File: src/rtl/mef_fertirrigacao_n_if.sv
// Signal bundle of the fertigation controller: zone requests, tank level sensors and actuator drives.
interface mef_fertirrigacao_n_if #(
    parameter int N_ZONES = 4
);
    logic [N_ZONES-1:0] asp;
    logic [N_ZONES-1:0] adub;
    logic               nv1;
    logic               nv0;
    logic               ve;
    logic               mist;
    logic               limp;
    logic [N_ZONES-1:0] zone_en;
    logic               busy;
    logic               fault;

    modport master (
        output asp, adub, nv1, nv0,
        input  ve, mist, limp, zone_en, busy, fault
    );

    modport slave (
        input  asp, adub, nv1, nv0,
        output ve, mist, limp, zone_en, busy, fault
    );
endinterface

File: src/rtl/mef_fertirrigacao_n.sv
// Fertigation controller: fills the tank, optionally mixes fertilizer, irrigates one zone (round-robin), cleans the line.
// Optional FILL dwell timeout into FAULT is built only when FERT_FILL_TIMEOUT_EN is defined.
module mef_fertirrigacao_n #(
    parameter int N_ZONES      = 4,
    parameter int MIX_CYCLES   = 16,
    parameter int CLEAN_CYCLES = 8,
    parameter int FILL_TIMEOUT = 255,
    parameter int CNT_W        = 8
) (
    input  logic                    clk,
    input  logic                    reset,
    mef_fertirrigacao_n_if.slave    bus
);

    localparam int SEL_W = (N_ZONES > 1) ? $clog2(N_ZONES) : 1;

    localparam logic [2:0] S_IDLE  = 3'd0;
    localparam logic [2:0] S_FILL  = 3'd1;
    localparam logic [2:0] S_MIX   = 3'd2;
    localparam logic [2:0] S_APPLY = 3'd3;
    localparam logic [2:0] S_CLEAN = 3'd4;
    localparam logic [2:0] S_FAULT = 3'd5;

    localparam logic [CNT_W-1:0] MIX_LAST   = CNT_W'(MIX_CYCLES - 1);
    localparam logic [CNT_W-1:0] CLEAN_LAST = CNT_W'(CLEAN_CYCLES - 1);
    localparam logic [SEL_W-1:0] LAST_RST   = SEL_W'(N_ZONES - 1);

    localparam int CNT_NEED = (MIX_CYCLES > CLEAN_CYCLES)
                            ? ((MIX_CYCLES > FILL_TIMEOUT) ? MIX_CYCLES : FILL_TIMEOUT)
                            : ((CLEAN_CYCLES > FILL_TIMEOUT) ? CLEAN_CYCLES : FILL_TIMEOUT);

    // The shared counter must be able to reach the longest dwell.
    if (CNT_NEED > (1 << CNT_W) - 1) begin : g_cnt_w_too_small
        $error("CNT_W too small for MIX_CYCLES/CLEAN_CYCLES/FILL_TIMEOUT");
    end

`ifdef FERT_FILL_TIMEOUT_EN
    localparam logic [CNT_W-1:0] FILL_LAST = CNT_W'(FILL_TIMEOUT - 1);
`endif

    logic [2:0]       state_q, state_d;
    logic [CNT_W-1:0] cnt_q, cnt_d;
    logic [SEL_W-1:0] sel_q, sel_d;
    logic [SEL_W-1:0] last_q, last_d;
    logic             fert_q, fert_d;
    logic [SEL_W-1:0] pick_s;
    logic             sensor_err_s;

    function automatic logic [SEL_W-1:0] rr_idx(input logic [SEL_W-1:0] last, input int off);
        int z;
        z = (int'(last) + 1 + off) % N_ZONES;
        return SEL_W'(z);
    endfunction

    assign sensor_err_s = bus.nv1 & ~bus.nv0;

    // Round-robin pick: scanning offsets downwards leaves the nearest requester after last served.
    always_comb begin
        pick_s = '0;
        for (int i = N_ZONES - 1; i >= 0; i--) begin
            pick_s = bus.asp[rr_idx(last_q, i)] ? rr_idx(last_q, i) : pick_s;
        end
    end

    // Next-state, counter and latch logic; the counter restarts at zero on every state change.
    always_comb begin
        state_d = state_q;
        cnt_d   = '0;
        sel_d   = sel_q;
        fert_d  = fert_q;
        last_d  = last_q;
        if ((state_q != S_FAULT) && sensor_err_s) begin
            state_d = S_FAULT;
        end else begin
            case (state_q)
                S_IDLE: begin
                    if (|bus.asp) begin
                        sel_d  = pick_s;
                        fert_d = bus.adub[pick_s];
                        if (!bus.nv1) begin
                            state_d = S_FILL;
                        end else if (bus.adub[pick_s]) begin
                            state_d = S_MIX;
                        end else begin
                            state_d = S_APPLY;
                        end
                    end else begin
                        state_d = S_IDLE;
                    end
                end
                S_FILL: begin
                    if (bus.nv1) begin
                        state_d = fert_q ? S_MIX : S_APPLY;
                    end else begin
`ifdef FERT_FILL_TIMEOUT_EN
                        if (cnt_q == FILL_LAST) begin
                            state_d = S_FAULT;
                        end else begin
                            cnt_d = cnt_q + CNT_W'(1);
                        end
`else
                        state_d = S_FILL;
`endif
                    end
                end
                S_MIX: begin
                    if (cnt_q == MIX_LAST) begin
                        state_d = S_APPLY;
                    end else begin
                        cnt_d = cnt_q + CNT_W'(1);
                    end
                end
                S_APPLY: begin
                    if (!bus.asp[sel_q]) begin
                        last_d  = sel_q;
                        state_d = fert_q ? S_CLEAN : S_IDLE;
                    end else if (!bus.nv0) begin
                        state_d = S_FILL;
                    end else begin
                        state_d = S_APPLY;
                    end
                end
                S_CLEAN: begin
                    if (cnt_q == CLEAN_LAST) begin
                        last_d  = sel_q;
                        state_d = S_IDLE;
                    end else begin
                        cnt_d = cnt_q + CNT_W'(1);
                    end
                end
                S_FAULT: begin
                    state_d = S_FAULT;
                end
                default: begin
                    state_d = S_FAULT;
                end
            endcase
        end
    end

    // State and latch registers.
    always_ff @(posedge clk or posedge reset) begin
        if (reset) begin
            state_q <= S_IDLE;
            cnt_q   <= '0;
            sel_q   <= '0;
            fert_q  <= 1'b0;
            last_q  <= LAST_RST;
        end else begin
            state_q <= state_d;
            cnt_q   <= cnt_d;
            sel_q   <= sel_d;
            fert_q  <= fert_d;
            last_q  <= last_d;
        end
    end

    // Moore outputs straight from the registers, so reset clears them without a clock edge.
    always_comb begin
        bus.ve      = (state_q == S_FILL);
        bus.mist    = (state_q == S_MIX);
        bus.limp    = (state_q == S_CLEAN);
        bus.zone_en = (state_q == S_APPLY) ? (N_ZONES'(1) << sel_q) : '0;
        bus.busy    = (state_q != S_IDLE) && (state_q != S_FAULT);
        bus.fault   = (state_q == S_FAULT);
    end

endmodule

File: src/flat_wrapper.sv
// flat-port wrapper written by rule: the top's interface ports become plain ports
module mef_fertirrigacao_n_flat 
#(
    parameter int N_ZONES      = 4,
    parameter int MIX_CYCLES   = 16,
    parameter int CLEAN_CYCLES = 8,
    parameter int FILL_TIMEOUT = 255,
    parameter int CNT_W        = 8
)
  (clk, reset, bus_asp, bus_adub, bus_nv1, bus_nv0, bus_ve, bus_mist, bus_limp, bus_zone_en, bus_busy, bus_fault);
  mef_fertirrigacao_n_if #(.N_ZONES(N_ZONES)) bus_i ();
  input  logic clk;
  input  logic reset;
  input wire logic [$bits(bus_i.asp)-1:0] bus_asp;
  input wire logic [$bits(bus_i.adub)-1:0] bus_adub;
  input wire logic [$bits(bus_i.nv1)-1:0] bus_nv1;
  input wire logic [$bits(bus_i.nv0)-1:0] bus_nv0;
  output wire logic [$bits(bus_i.ve)-1:0] bus_ve;
  output wire logic [$bits(bus_i.mist)-1:0] bus_mist;
  output wire logic [$bits(bus_i.limp)-1:0] bus_limp;
  output wire logic [$bits(bus_i.zone_en)-1:0] bus_zone_en;
  output wire logic [$bits(bus_i.busy)-1:0] bus_busy;
  output wire logic [$bits(bus_i.fault)-1:0] bus_fault;
  assign bus_i.asp = bus_asp;
  assign bus_i.adub = bus_adub;
  assign bus_i.nv1 = bus_nv1;
  assign bus_i.nv0 = bus_nv0;
  assign bus_ve = bus_i.ve;
  assign bus_mist = bus_i.mist;
  assign bus_limp = bus_i.limp;
  assign bus_zone_en = bus_i.zone_en;
  assign bus_busy = bus_i.busy;
  assign bus_fault = bus_i.fault;
  mef_fertirrigacao_n #(.N_ZONES(N_ZONES), .MIX_CYCLES(MIX_CYCLES), .CLEAN_CYCLES(CLEAN_CYCLES), .FILL_TIMEOUT(FILL_TIMEOUT), .CNT_W(CNT_W)) u_core (.clk(clk), .reset(reset), .bus(bus_i));
endmodule
File: config.mk
export PLATFORM = sky130hd
export DESIGN_NAME = mef_fertirrigacao_n_flat
export DESIGN_NICKNAME = d
export VERILOG_FILES = /design/src/rtl/mef_fertirrigacao_n_if.sv /design/src/rtl/mef_fertirrigacao_n.sv /design/src/flat_wrapper.sv
export SDC_FILE = /design/constraint.sdc
export NUM_CORES = 1
export LEC_CHECK = 0
export CAP_MARGIN = 20
export CORE_MARGIN = 2
export CORE_UTILIZATION = 36
export CTS_BUF_LIST = sky130_fd_sc_hd__clkbuf_8
export CTS_CLUSTER_DIAMETER = 80
export DETAILED_ROUTE_END_ITERATION = 12
export GPL_ROUTABILITY_DRIVEN = 0
export PLACE_DENSITY = 0.7
export SYNTH_ARGS = -nofsm -noshare
export SYNTH_HDL_FRONTEND = slang
export SYNTH_SLANG_ARGS = --single-unit
File: constraint.sdc
create_clock -name clk -period 3.8 [get_ports clk]
set_input_delay 0.57 -clock clk [delete_from_list [all_inputs] [get_ports clk]]
set_output_delay 0.57 -clock clk [all_outputs]
set_load 0.02 [all_outputs]
==> results.json, run 1 <==
{
  "status": "completed",
  "design_area_um2": 1350,
  "grt_usage_pct": 14.4,
  "grt_pass1_wl_mm": 3.84,
  "yosys_warnings": 0,
  "timing.slew.headroom_pct": 60.5,
  "place_area_um2": 1290,
  "syn_to_final_growth_pct": 26.1,
  "avgSynthCellArea_um2": 9.99,
  "place_ws_ns": 1.49,
  "drv_slew": 0,
  "fp.dieH_um": 58.5,
  "nNetsFinal": 142,
  "synth_ff_type": "dfrtp_1",
  "drive_gt1_share_pct": 13.3,
  "totalWireLength_mm": 2.14,
  "critPathLaunchType": "flip-flop",
  "worst_clock_skew_ns": 0.00480,
  "period_minus_slack_ns": 2.58,
  "fin_util_pct": 48.4,
  "powerDensity_nw_per_um2": 604,
  "io_pins": 21,
  "synthTopCellsByCount": "dfrtp_1 (14), nor2_1 (11), inv_1 (6), xnor2_1 (6)",
  "end_kind": "primary output",
  "yosysMostFrequentCell": "dfrtp_1",
  "grt_pass1_vias": 861,
  "grt_max_degree": 17,
  "dr.pass1.iters": 4,
  "syn-num-nets": 120,
  "avgViaCountPerCell": 5.39,
  "synth_edf_count": 0,
  "worst_slew_pin_slew_ns": 0.592,
  "post-cts-setup-buffer-count": 0,
  "syn-instance-count": 107,
  "diodes": 0,
  "cts_resized": 0,
  "htree_levels": 1,
  "yosysTopAreaCell": "dfrtp_1",
  "peakVddDrop_uv": 511,
  "insertion_delay_ns": 0.25,
  "synth.top_cell.area_share_pct": 32.8,
  "place_hpwl_mm": 1.70,
  "whs_ns": 0.461,
  "synth_seq_cells": 16,
  "numPortBuffers": 20,
  "setup_tns_ns": 0,
  "coreArea_um2": 2780,
  "crit_arrival_ns": 2.01,
  "fmax_ghz": 0.388,
  "criticalPathCategory": "reg2out",
  "drv_cap": 0,
  "ctsRootBufferMaster": "clkbuf_8",
  "numCtsBuffers": 3,
  "cts_tree": "done",
  "drt-wirelength-per-cell_um": 13.4,
  "setup_viol": 0,
  "required_ns": 3.23,
  "synth_area_leaders": "dfrtp_1 (33%), dfstp_2 (4.9%), xnor2_1 (4.9%), nor2_1 (3.9%), mux2i_1 (3.7%)",
  "die_area_um2": 3420,
  "overflow": 0,
  "clk_pin_slew_worst_paths_ns": 0.06,
  "finalHoldViolCount": 0,
  "yosysSeqAreaShare_pct": 37.7,
  "power.leakage_nw": 0.526,
  "min_path_type": "reg2reg",
  "synth_area_um2": 1070,
  "drc": 0,
  "ant_nets": 0,
  "clk_path_buf_depth": 2,
  "finalWorstSetupSlack_ns": 1.22,
  "num_vias": 857,
  "clkSinkCount": 16,
  "start_util_pct": 38.4,
  "hold_buffers": 0,
  "rsz0062_at_grt": "false",
  "first_iter_violations": 50,
  "antenna_found_initial": 0,
  "synth_cell_types": 42,
  "fp.dieW_um": 58.5,
  "synthArstFlopShare_pct": 100,
  "rows": 19,
  "finalCritPeriodShare_pct": 67.8,
  "crit_fanout": 11
}
==> metal layers <==
| metal | global-route usage, % | part of all wire (%) | vias up |
|---|---|---|---|
| li1 | - | - | 428 |
| met1 | 19.0 | 47 | 408 |
| met2 | 23.6 | 49 | 21 |
| met3 | 3.96 | 4.6 | 0 |
| met4 | 2.99 | 0 | 0 |
| met5 | 0 | 0 | - |
==> area by class of cell <==
type | instances | area (um^2)
flip-flops and latches | 16 | 403
fillers | 267 | 1430
clock buffers | 4 | 55.1
multi-input cells | 82 | 628
well taps | 31 | 38.8
repair buffers | 20 | 200
inverters | 6 | 22.5
==> through the flow <==
stage | power [mW] | instances
6_report | 0.813 | 159
5_1_grt | 0.878 | 159
4_1_cts | 0.825 | 159
3_5_place_dp | 0.672 | 155
3_3_place_gp | 0.662 | 155
2_1_floorplan | 0.563 | 107
==> cell usage in the layout, fill, tap and decap left out, drive strengths merged <==
master	instances
and2	2
dfrtp	14
nor2b	2
inv	6
nor2	12
a41oi	1
nor4	3
nor3	2
xnor2	6
or3b	1
nor3b	3
o21ai	5
nor4bb	1
a21oi	4
nand2	4
and3b	1
nand4	1
mux2	5
xor2	1
clkdlybuf4s50	20
a31oi	2
a21boi	1
dfstp	2
nand3b	3
mux4	1
clkbuf	4
o221ai	2
o31ai	2
and3	2
nand3	4
a21o	1
mux2i	4
ha	1
nand2b	5
==> kinds of logic (layout without fill, tap and decap cells) <==
group	after synthesis	after routing	share of synthesized area, %
multiplexers	10	10	11.1
AND/OR/NAND/NOR	46	46	26.8
XOR/XNOR	7	7	5.74
adder cells (fa/ha/maj)	1	1	1.17
AO/OA/AOI/OAI	18	18	13.9
buffers and inverters	9	30	3.51
flip-flops	16	16	37.7
==> worst max-delay path, cell delays in order (launching register included) <==
cell	delay, ns
dfrtp_1	0.53
or3b_1	0.44
inv_1	0.15
clkdlybuf4s50_1	0.63
==> path summary, 6_finish.rpt <==
| kind | endpoint | depth (start not counted) | slack, ns | from |
|---|---|---|---|---|
| max in group asynchronous | u_core.cnt_q[1] | 2 | 2.73 | reset |
| min in group asynchronous | u_core.cnt_q[0] | 2 | 0.69 | reset |
| hold reg to reg | u_core.cnt_q[0] | 1 | 0.46 | u_core.cnt_q[0] |
| hold / removal | u_core.cnt_q[0] | 1 | 0.46 | u_core.cnt_q[0] |
| setup reg to reg | u_core.last_q[0] | 4 | 2.11 | u_core.sel_q[0] |
| setup / recovery | bus_limp | 3 | 1.22 | u_core.state_q[2] |
==> state kept, by name (all words and copies together) (netlist names) <==
register and count:
u_core.last_q 2, u_core.cnt_q 8, u_core.fert_q 1, u_core.state_q 3, u_core.sel_q 2
==> where the power goes <==
part | internal (mW) | switching, mW
logic | 0.185 | 0.168
clock network | 0.0919 | 0.0574
registers | 0.231 | 0.0798
(Power assumes the default switching activity.)
==> run 2, diff against run 1 <==
==> constraint.sdc (replaced) <==
create_clock -name clk -period 2.43 [get_ports clk]
set_input_delay 0.3645 -clock clk [delete_from_list [all_inputs] [get_ports clk]]
set_output_delay 0.3645 -clock clk [all_outputs]
set_load 0.02 [all_outputs]
==> results.json, run 2 (synthesized netlist as in run 1, its figures left out) <==
{
  "hold_buffers": 0,
  "dr.pass1.iters": 4,
  "largest_register_ffs": 8,
  "coreArea_um2": 2780,
  "timing.slew.headroom_pct": 60.3,
  "finalWorstSetupSlack_ns": 0.175,
  "cts_resized": 0,
  "worstHoldStart": "u_core.cnt_q[0]",
  "final_common_cell": "clkdlybuf4s50_1",
  "drt-wirelength-per-cell_um": 13.6,
  "setup_tns_ns": 0,
  "start_util_pct": 38.4,
  "clkSinkCount": 16,
  "overflow": 0,
  "numCtsBuffers": 3,
  "criticalPathCategory": "reg2out",
  "finalHoldViolCount": 0,
  "ctsRootBufferMaster": "clkbuf_8",
  "place_hpwl_mm": 1.70,
  "worstSetupStartpoint": "u_core.state_q[2]",
  "insertion_delay_ns": 0.25,
  "grt_max_degree": 17,
  "worst_slew_pin_slew_ns": 0.595,
  "diodes": 0,
  "first_iter_violations": 45,
  "rows": 19,
  "rsz0062_at_grt": "false",
  "clk_pin_slew_worst_paths_ns": 0.07,
  "antenna_found_initial": 0,
  "whs_ns": 0.466,
  "crit_fanout": 11,
  "io_pins": 21,
  "end_kind": "primary output",
  "syn_to_final_growth_pct": 27.2,
  "ant_nets": 0,
  "drc": 0,
  "grt_usage_pct": 14.5,
  "htree_levels": 1,
  "numPortBuffers": 20,
  "powerDensity_nw_per_um2": 937,
  "drive_gt1_share_pct": 14.7,
  "drv_cap": 0,
  "setup_viol": 0,
  "power.leakage_nw": 0.533,
  "place_ws_ns": 0.329,
  "period_minus_slack_ns": 2.25,
  "avgViaCountPerCell": 5.42,
  "cts_tree": "done",
  "worst_clock_skew_ns": 0.00410,
  "peakVddDrop_uv": 709,
  "totalWireLength_mm": 2.18,
  "finalCritPeriodShare_pct": 92.8,
  "final_cell_mix": "clkdlybuf4s50_1 (19), dfrtp_1 (13), nor2_1 (11)",
  "required_ns": 2.07,
  "power_mw": 1.27,
  "largest_register": "u_core.cnt_q",
  "fp.dieH_um": 58.5,
  "drv_slew": 0,
  "die_area_um2": 3420,
  "min_path_type": "reg2reg",
  "num_vias": 867,
  "nNetsFinal": 143,
  "place_area_um2": 1300,
  "reg_top3": "u_core.cnt_q: 8 flops, u_core.state_q: 3 flops",
  "grt_pass1_wl_mm": 3.86,
  "status": "completed",
  "design_area_um2": 1360,
  "critPathLaunchType": "flip-flop",
  "post-cts-setup-buffer-count": 0,
  "fmax_ghz": 0.444,
  "crit_arrival_ns": 1.89,
  "fp.dieW_um": 58.5,
  "clk_path_buf_depth": 2,
  "timing.rr.start": "u_core.sel_q[0]",
  "grt_pass1_vias": 855
}
-- run 2: changes by cell type in the layout (fill, tap and decap cells not counted), sizes merged --
cell,change
buf,+1
clkdlybuf4s50,-1
dlymetal6s2s,+1
-- run 2: final timing paths --
| check | end | slack [ns] | cells after the start |
|---|---|---|---|
| worst max-delay path | bus_zone_en[2] | 0.18 | 3 |
| worst min-delay path | u_core.cnt_q[0] | 0.47 | 1 |
| worst max register to register | u_core.last_q[0] | 0.74 | 4 |
| worst min register to register | u_core.cnt_q[0] | 0.47 | 1 |
| max in group asynchronous | u_core.state_q[2] | 1.52 | 2 |
| min in group asynchronous | u_core.cnt_q[5] | 0.48 | 2 |
-- run 2: layout make-up --
type / count / area, um^2
fillers: 264 / 1420
repair buffers: 21 / 210
flip-flops and latches: 16 / 404
inverters: 6 / 22.5
clock buffers: 4 / 55.1
multi-input cells: 82 / 628
well taps: 31 / 38.8
-- run 2: report_power, final --
part / switching [mW] / internal (mW) / leakage, nW
logic: 0.266 / 0.287 / 0.304
registers: 0.122 / 0.362 / 0.200
clock network: 0.0933 / 0.144 / 0.0288
total: 0.481 / 0.793 / 0.533
-- run 2: routing by layer --
metal  up-vias  wire (um)  track usage, %
met1       415       1000            19.6
met3         2        121            4.62
met5         -          0               0
met4         0          5            1.99
li1        428          -               -
met2        22       1050            23.3
-- run 2: through the flow --
| stage | cells | util (%) |
|---|---|---|
| global placement | 156 | 46.7 |
| detailed placement | 156 | 46.7 |
| CTS | 160 | 48.7 |
| global route | 160 | 48.9 |
| finish | 160 | 48.9 |
| floorplan | 107 | - |
-- run 2: critical path: stages, from the launching register on --
cell and delay [ns]:
dfrtp_2 0.48, nand3b_1 0.27, nor3b_1 0.25, clkdlybuf4s50_1 0.64
